### config.mk
export PLATFORM = sky130hd
export DESIGN_NAME = victim_cache_ctrl
export DESIGN_NICKNAME = d
export VERILOG_FILES = /design/src/rtl/victim_cache_ctrl_pkg.sv /design/src/rtl/vcc_evict_fifo.sv /design/src/rtl/victim_cache_ctrl.sv
export SDC_FILE = /design/constraint.sdc
export NUM_CORES = 1
export LEC_CHECK = 0
export CORE_MARGIN = 2
export CORE_UTILIZATION = 45
export CTS_BUF_LIST = sky130_fd_sc_hd__clkbuf_8
export DETAILED_ROUTE_END_ITERATION = 8
export PLACE_DENSITY = 0.8
export SYNTH_ARGS = -nofsm -noshare
export SYNTH_HDL_FRONTEND = slang
export SYNTH_SLANG_ARGS = --single-unit
export TNS_END_PERCENT = 50
### constraint.sdc
create_clock -name clk -period 19.19 [get_ports clk]
set_input_delay 4.7975 -clock clk [delete_from_list [all_inputs] [get_ports clk]]
set_output_delay 4.7975 -clock clk [all_outputs]
set_load 0.03 [all_outputs]
### src/rtl/victim_cache_ctrl_pkg.sv
// rtl/victim_cache_ctrl_pkg.sv - shared widths and state encodings for the victim cache controller
package victim_cache_ctrl_pkg;

    localparam int VC_ADDR_WIDTH       = 36;
    localparam int VC_NUM_ENTRIES      = 16;
    localparam int VC_NUM_ENTRIES_LOG2 = 4;
    localparam int L15_CACHELINE_WIDTH = 128;

    typedef enum logic [1:0] {
        VCC_STATE_IDLE  = 2'd0,
        VCC_STATE_DRAIN = 2'd1,
        VCC_STATE_FLUSH = 2'd2,
        VCC_STATE_DONE  = 2'd3
    } vcc_state_t;

endpackage

### src/rtl/vcc_evict_fifo.sv
// rtl/vcc_evict_fifo.sv - eviction buffer with associative youngest-match lookup
module vcc_evict_fifo
    import victim_cache_ctrl_pkg::*;
#(
    parameter int ADDR_W = VC_ADDR_WIDTH,
    parameter int LINE_W = L15_CACHELINE_WIDTH,
    parameter int DEPTH  = 2,
    parameter int CNT_W  = $clog2(DEPTH + 1)
) (
    input  logic              clk,
    input  logic              rst,
    input  logic              push,
    input  logic [ADDR_W-1:0] push_addr,
    input  logic [LINE_W-1:0] push_data,
    input  logic              pop,
    output logic [ADDR_W-1:0] head_addr,
    output logic [LINE_W-1:0] head_data,
    output logic [CNT_W-1:0]  count,
    input  logic [ADDR_W-1:0] lookup_addr,
    output logic              lookup_hit,
    output logic [LINE_W-1:0] lookup_data
);

    localparam int PTR_W = (DEPTH > 1) ? $clog2(DEPTH) : 1;

    logic [ADDR_W-1:0] addr_mem [DEPTH];
    logic [LINE_W-1:0] data_mem [DEPTH];
    logic [PTR_W-1:0]  rd_ptr;
    logic [PTR_W-1:0]  wr_ptr;

    function automatic logic [PTR_W-1:0] next_ptr(input logic [PTR_W-1:0] p);
        return (p == PTR_W'(DEPTH - 1)) ? '0 : p + PTR_W'(1);
    endfunction

    // slot holding the entry that is 'age' positions younger than the head
    function automatic logic [PTR_W-1:0] age_slot(input logic [PTR_W-1:0] base, input int age);
        return PTR_W'((int'(base) + age) % DEPTH);
    endfunction

    assign head_addr = addr_mem[rd_ptr];
    assign head_data = data_mem[rd_ptr];

    // line storage; contents are only meaningful under count, so no reset
    always_ff @(posedge clk) begin
        if (push) begin
            addr_mem[wr_ptr] <= push_addr;
            data_mem[wr_ptr] <= push_data;
        end
    end

    // pointers and occupancy; simultaneous push and pop leave count unchanged
    always_ff @(posedge clk) begin
        if (rst) begin
            rd_ptr <= '0;
            wr_ptr <= '0;
            count  <= '0;
        end else begin
            if (push) wr_ptr <= next_ptr(wr_ptr);
            if (pop)  rd_ptr <= next_ptr(rd_ptr);
            if (push && !pop)      count <= count + CNT_W'(1);
            else if (!push && pop) count <= count - CNT_W'(1);
        end
    end

    // walk oldest to youngest so the youngest valid match overrides older ones
    always_comb begin
        lookup_hit  = 1'b0;
        lookup_data = '0;
        for (int i = 0; i < DEPTH; i++) begin
            if (i < int'(count) && addr_mem[age_slot(rd_ptr, i)] == lookup_addr) begin
                lookup_hit  = 1'b1;
                lookup_data = data_mem[age_slot(rd_ptr, i)];
            end
        end
    end

endmodule

### src/rtl/victim_cache_ctrl.sv
// rtl/victim_cache_ctrl.sv - victim cache write sequencer: eviction drain, flush walk, S1 buffer lookup
module victim_cache_ctrl
    import victim_cache_ctrl_pkg::*;
#(
    parameter int ADDR_W      = VC_ADDR_WIDTH,
    parameter int LINE_W      = L15_CACHELINE_WIDTH,
    parameter int NUM_ENTRIES = VC_NUM_ENTRIES,
    parameter int IDX_W       = VC_NUM_ENTRIES_LOG2,
    parameter int BUF_DEPTH   = 2
) (
    input  logic              clk,
    input  logic              rst,
    input  logic              l15_vcc_evict_val,
    output logic              vcc_l15_evict_rdy,
    input  logic [ADDR_W-1:0] l15_vcc_evict_addr,
    input  logic [LINE_W-1:0] l15_vcc_evict_data,
    input  logic              l15_vcc_flush_req,
    output logic              vcc_l15_flush_done,
    output logic              vcc_l15_busy,
    input  logic              l15_vcc_read_val_s1,
    input  logic [ADDR_W-1:0] l15_vcc_read_addr_s1,
    output logic              vcc_l15_buf_hit_s2,
    output logic [LINE_W-1:0] vcc_l15_buf_data_s2,
    output logic              vcc_vc_store_evict_val,
    output logic [ADDR_W-1:0] vcc_vc_store_evict_addr,
    output logic [LINE_W-1:0] vcc_vc_store_evict_data,
    output logic              vcc_vc_inval_val,
    output logic [IDX_W-1:0]  vcc_vc_inval_index
);

    localparam int                CNT_W     = $clog2(BUF_DEPTH + 1);
    localparam logic [CNT_W-1:0]  DEPTH_C   = CNT_W'(BUF_DEPTH);
    localparam logic [IDX_W-1:0]  LAST_IDX  = IDX_W'(NUM_ENTRIES - 1);

    vcc_state_t        state;
    logic [IDX_W-1:0]  flush_idx;
    logic              rdy_q;
    logic              busy_q;
    logic              inval_q;
    logic              done_q;

    logic              push;
    logic              pop;
    logic [CNT_W-1:0]  fifo_count;
    logic [CNT_W-1:0]  count_nxt;
    logic [ADDR_W-1:0] head_addr;
    logic [LINE_W-1:0] head_data;
    logic              lk_hit;
    logic [LINE_W-1:0] lk_data;

    // the head is written while it is still buffered, so lookups see it until the pop lands
    assign push = l15_vcc_evict_val && rdy_q;
    assign pop  = (fifo_count != '0) &&
                  (state == VCC_STATE_IDLE || state == VCC_STATE_DRAIN);

    vcc_evict_fifo #(
        .ADDR_W (ADDR_W),
        .LINE_W (LINE_W),
        .DEPTH  (BUF_DEPTH),
        .CNT_W  (CNT_W)
    ) u_fifo (
        .clk         (clk),
        .rst         (rst),
        .push        (push),
        .push_addr   (l15_vcc_evict_addr),
        .push_data   (l15_vcc_evict_data),
        .pop         (pop),
        .head_addr   (head_addr),
        .head_data   (head_data),
        .count       (fifo_count),
        .lookup_addr (l15_vcc_read_addr_s1),
        .lookup_hit  (lk_hit),
        .lookup_data (lk_data)
    );

    // occupancy after this cycle's push/pop, used to register rdy without a path from val
    always_comb begin
        count_nxt = fifo_count;
        if (push && !pop)      count_nxt = fifo_count + CNT_W'(1);
        else if (!push && pop) count_nxt = fifo_count - CNT_W'(1);
    end

    // flush sequencer: drain buffer, walk every index, pulse done; rdy/busy/inval registered here
    always_ff @(posedge clk) begin
        if (rst) begin
            state     <= VCC_STATE_IDLE;
            flush_idx <= '0;
            rdy_q     <= 1'b0;
            busy_q    <= 1'b0;
            inval_q   <= 1'b0;
            done_q    <= 1'b0;
        end else begin
            rdy_q   <= 1'b0;
            inval_q <= 1'b0;
            done_q  <= 1'b0;
            case (state)
                VCC_STATE_IDLE: begin
                    if (l15_vcc_flush_req) begin
                        state  <= VCC_STATE_DRAIN;
                        busy_q <= 1'b1;
                    end else begin
                        rdy_q <= (count_nxt < DEPTH_C);
                    end
                end
                VCC_STATE_DRAIN: begin
                    if (fifo_count == '0) begin
                        state     <= VCC_STATE_FLUSH;
                        flush_idx <= '0;
                        inval_q   <= 1'b1;
                    end
                end
                VCC_STATE_FLUSH: begin
                    if (flush_idx == LAST_IDX) begin
                        state  <= VCC_STATE_DONE;
                        done_q <= 1'b1;
                    end else begin
                        flush_idx <= flush_idx + IDX_W'(1);
                        inval_q   <= 1'b1;
                    end
                end
                VCC_STATE_DONE: begin
                    state     <= VCC_STATE_IDLE;
                    busy_q    <= 1'b0;
                    flush_idx <= '0;
                    rdy_q     <= (count_nxt < DEPTH_C);
                end
                default: state <= VCC_STATE_IDLE;
            endcase
        end
    end

    // S2 lookup result; a cycle without a lookup clears both regs
    always_ff @(posedge clk) begin
        if (rst || !l15_vcc_read_val_s1) begin
            vcc_l15_buf_hit_s2  <= 1'b0;
            vcc_l15_buf_data_s2 <= '0;
        end else begin
            vcc_l15_buf_hit_s2  <= lk_hit;
            vcc_l15_buf_data_s2 <= lk_hit ? lk_data : '0;
        end
    end

    assign vcc_l15_evict_rdy       = rdy_q;
    assign vcc_l15_busy            = busy_q;
    assign vcc_l15_flush_done      = done_q;
    assign vcc_vc_inval_val        = inval_q;
    assign vcc_vc_inval_index      = inval_q ? flush_idx : '0;
    assign vcc_vc_store_evict_val  = pop;
    assign vcc_vc_store_evict_addr = pop ? head_addr : '0;
    assign vcc_vc_store_evict_data = pop ? head_data : '0;

endmodule

; ---- After elaboration in Yosys (flattened, before gate mapping)
; Memory sizes are Yosys's and may differ from the RTL's. A register that Yosys moved wholly into a read port is not among the register bits.
; Cells that the tools add are included.
; W data, S select, Z words.
[word_totals]
reg_bits = 143
mem_bits_rw = 328
input_bits = 205
wordCells = 87
n_memories = 2
[memory_table]
columns = memory, words, word_bits, read_ports, rd_ports_with_merged_regs, write_ports, line
row1 = u_fifo.data_mem, 2, 128, 2, 1, 1, vcc_evict_fifo.sv:27  ; logic [LINE_W-1:0] data_mem [DEPTH];
row2 = u_fifo.addr_mem, 2, 36, 2, 1, 1, vcc_evict_fifo.sv:26  ; logic [ADDR_W-1:0] addr_mem [DEPTH];
[classes]
add_sub_neg = 6
order_cmp = 3
eq_ne = 10
n_mux = 32
bitwise = 2
reduce_logical = 21
[op_table]
columns = operator, n
row1 = $mux W128, 3
row2 = $eq A36 B36 Y1, 2
row3 = $mux W36, 1
row4 = $mux W1, 15
row5 = $mux W4, 3
row6 = $pmux W4 S3, 1
row7 = $mux W2, 5
row8 = $pmux W2 S4, 1
row9 = $logic_and A1 B1 Y1, 6
row10 = $ne A2 B2 Y1 const B, 3
row11 = $pmux W1 S2, 3
row12 = $reduce_and A3 Y1, 2
row13 = $add A4 B1 Y4 const B, 1
row14 = $eq A2 B2 Y1 const B, 2
row15 = $eq A4 B4 Y1 const B, 1
row16 = $logic_not A2 Y1, 2
row17 = $lt A1 B2 Y1 const A, 2
row18 = $reduce_bool A2 Y1, 2
row19 = $reduce_or A2 Y1, 2
row20 = $add A1 B1 Y1 const B, 3
row21 = $logic_not A1 Y1, 3
row22 = $reduce_bool A3 Y1, 1
row23 = $add A2 B1 Y2 const B, 1
row24 = $eq A2 B1 Y1 const B, 1
row25 = other kinds (6), 8

; ---- Depth between registers and ports, before layout
[logic_depth]
depth_word = 9
depth_mapped = 11
depth_no_buf = 10

; ---- By module
; From an unflattened synthesis, not the netlist that was laid out.
[hier_totals]
cells_unflattened = 1364
area_unflattened_um2 = 19822.8
[by_module_without_submodules]
columns = module, n_inst, cells_each, area_per_inst_um2
row1 = vcc_evict_fifo, 1, 836, 14522.7
row2 = victim_cache_ctrl, 1, 528, 5300.1

; ---- Least setup slack after synthesis
; No wires, ideal clock.
[synth_path]
kind = input -> register
from = in l15_vcc_evict_val
to = mem u_fifo.addr_mem[0][0] (netlist bit), enable pin
setup_time_ns = 0.691
arrival_ns = 11.733
setup_slack_ns = 6.766
path_stages = 2
path_buffers = 0
cell_sequence = nand2_1 > nor2_1
[synth_via]
elab_chain_len = 3
[synth_lines]
columns = item, line
row1 = from (decl), victim_cache_ctrl.sv:13  ; input logic l15_vcc_evict_val,
row2 = $logic_and A1 B1 Y1, victim_cache_ctrl.sv:52  ; assign push = l15_vcc_evict_val && rdy_q;
row3 = $mux W1, vcc_evict_fifo.sv:45  ; if (push) begin
row4 = $mux W1 (not written as such), vcc_evict_fifo.sv:46  ; addr_mem[wr_ptr] <= push_addr;
row5 = to (decl), vcc_evict_fifo.sv:26
; No other way between the ends.

==> impl_metrics.tcl <==
set metrics [dict create \
    outcome "finished clean" \
    die_w_microns 211 \
    stdcell_area_sq_mm 0.0263 \
    place.gp.congestion 0.874 \
    place_inst 2490 \
    synth-seq-area-share_pct 66.0 \
    drc_errors 0 \
    arrival_ps 4190 \
    ys_types 46 \
    synth.most_common_cell "edfxtp_1" \
    synth_area_sq_mm 0.0193 \
    dp_hpwl_microns 38600 \
    hold_buffers 0 \
    min_period_over_period_pct 46.8 \
    fin_crit_ps 8990 \
    wl_microns 59200 \
    crit_family "buffers and inverters" \
    slowest_delay_ps 830 \
    fillCellCount 3148 \
    setup_viol 0 \
    ctsResizeCount 0 \
    drt_iter0_markers 1290 \
    cp_max_fo 52 \
    clk_pin_slew_ps 60 \
    slowest_stage "buf_4" \
    postCtsSetupRepairBufs 0 \
    synthTopCellsByArea "edfxtp_1 51%, dfxtp_1 15%, mux2i_1 10%" \
    m1WireLength_microns 22000 \
    ys.flop_type "edfxtp_1" \
    crit_path_cell_trace "buf_4 -> buf_4 -> mux2i_1 -> nor2_1 -> clkdlybuf4s50_1" \
    clockBufferDepth 3 \
    finClkSkew_ps 35.6 \
    syn_avg_cell_area_sq_um 12.6 \
    portBuffers 506 \
    via_per_inst 5.61 \
    top_layer "met5" \
    syn_nets 1749 \
    htree_levels 3 \
    synth-edff-count 328 \
    grtUsageTotal_pct 25.7 \
    max-slew-margin-rel_pct 20.4 \
    die_area_sq_mm 0.0445 \
    grt_pass1_wl_microns 87600 \
    synthDominantCellAreaShare_pct 51.1 \
    fmax_mhz 111 \
    synth_common_cells "328 x edfxtp_1, 201 x mux2i_1, 182 x nor2_1, 144 x dfxtp_1, 131 x a21oi_1" \
    drive_gt1_share_pct 7.06 \
    dr_wl_met3_microns 6050 \
    power_mw 2.40 \
    vias 14800 \
    ir_drop_mv 0.0615 \
    fin_cells 2643 \
    drtAntennaViolNets 0 \
    ys_warn_count 0 \
    core_sq_mm 0.0421 \
    fin_tns_setup_ps 0 \
    post_dp_cell_area_sq_mm 0.0247 \
    path_class "flip-flop to primary output" \
    hold_class "flip-flop to flip-flop" \
    grt_pass1_vias 15300 \
    antenna_found_initial 9 \
    critPathLaunchType "flip-flop" \
    finalHoldViolCount 0 \
    netlist_instances 1534 \
    nets 2246 \
    synth_top_area_cell "edfxtp_1" \
    wire_per_inst_microns 22.4 \
    crit_buf_inv 3 \
    start_util_pct 45.8 \
    crit_path_end_kind "primary output" \
    power_density_mw_per_mm2 91.0 \
    cts-root-buf "clkbuf_8" \
    fin_hold_ws_ps 506 \
    crit_top_cell "buf_4" \
    io_pins 507 \
    power.leakage_nw 8.70 \
    finalMaxSlewViolations 0 \
    rows 75 \
    numCtsBuffers 78 \
    synth_seq_cells 472 \
    cp.required_ps 14390 \
    die_h_microns 211 \
    worst_slew_pin_slew_ps 1190 \
    drtPass1Iterations 6 \
    syn_to_final_growth_pct 36.6 \
    grt_setup_unrepaired "no" \
    tritoncts "yes" \
    met2WireLength_microns 28900 \
    grt_overflow 0 \
    clk_latency_ps 630 \
    grt_max_degree 94 \
    drv_cap 0 \
    cts.sinks 472 \
    async_flop_share_pct 0 \
]
[layout make-up]
cell class	instances	area (sq um)	share of cell area, %
antenna	8	20.0	0.0760
inverter	9	38.8	0.147
clock inverter	51	292	1.11
clock buffer	94	1290	4.91
tap	539	674	2.56
multi-input combinational	945	6080	23.1
timing repair buffer	525	5210	19.8
sequential	472	12700	48.4
[layout by cell type, fill, tap and decap left out, types with 5 or more instances in the layout]
cell type / n
edfxtp_1: 328
clkinv_2: 8
o21ai_0: 111
xnor2_1: 66
dfxtp_1: 142
nor2_1: 181
buf_4: 19
o21ai_1: 16
clkbuf_8: 94
diode_2: 8
nor3_1: 5
inv_1: 33
clkinv_1: 8
and2_1: 5
xor2_1: 9
nand2_1: 13
nor4_1: 17
nand3_1: 129
ha_1: 10
mux2i_1: 201
nand4_1: 8
a21oi_1: 131
clkdlybuf4s50_1: 506
[kinds of logic after synthesis]
logic type      after synthesis  synth area share, %
buf+inv                     117                 2.61
mux                         202                 10.5
simple gates                386                 9.48
compound gates              272                 7.29
flops                       472                 66.0
fa+ha+maj                    10                0.649
xor+xnor                     75                 3.41
[report_power, final]
group	total [mW]	internal, mW	switching, mW
combinational	0.349	0.144	0.205
clock	0.884	0.475	0.409
sequential	1.16	1.14	0.0260
[worst reg2reg max path, delay by kind of cell, from the launching register on]
family / cells / cell delay (ps)
xor+xnor: 1 / 110
buf+inv: 3 / 1960
simple gates: 3 / 1050
compound gates: 2 / 510
flops: 1 / 790
mux: 1 / 280
[sequential cells by signal, summed over array words and instances (netlist names), named ones only]
signal / flops
vcc_l15_buf_hit_s2: 1
flush_idx: 4
vcc_vc_inval_val: 1
state: 2
vcc_l15_buf_data_s2: 128
u_fifo.wr_ptr: 1
u_fifo.rd_ptr: 1
vcc_l15_evict_rdy: 1
u_fifo.count: 2
vcc_l15_busy: 1
u_fifo.addr_mem: 72
u_fifo.data_mem: 256
vcc_l15_flush_done: 1
[per-stage QoR]
stage | setup WS, ps | util (%)
after global routing | 10060 | 62.5
final | 10200 | 62.5
after global placement | 10850 | 58.7
after floorplan | 6770 | -
after CTS | 10150 | 62.5
after detailed placement | 10850 | 58.7
[final timing paths]
check,startpoint,to,slack (ps),cells past startpoint
setup reg to reg,u_fifo.rd_ptr,vcc_l15_buf_data_s2[68],14380,10
hold reg to reg,flush_idx[1],flush_idx[1],510,2
hold / removal,flush_idx[1],flush_idx[1],510,2
setup / recovery,flip-flop,vcc_vc_store_evict_data[67],10200,5
[routing by layer]
metal / vias up / global-route usage, %
met4: 4 / 11.3
met1: 7211 / 30.9
met5: - / 0
li1: 6638 / -
met2: 851 / 42.9
met3: 136 / 7.42
(Power assumes the default switching activity.)
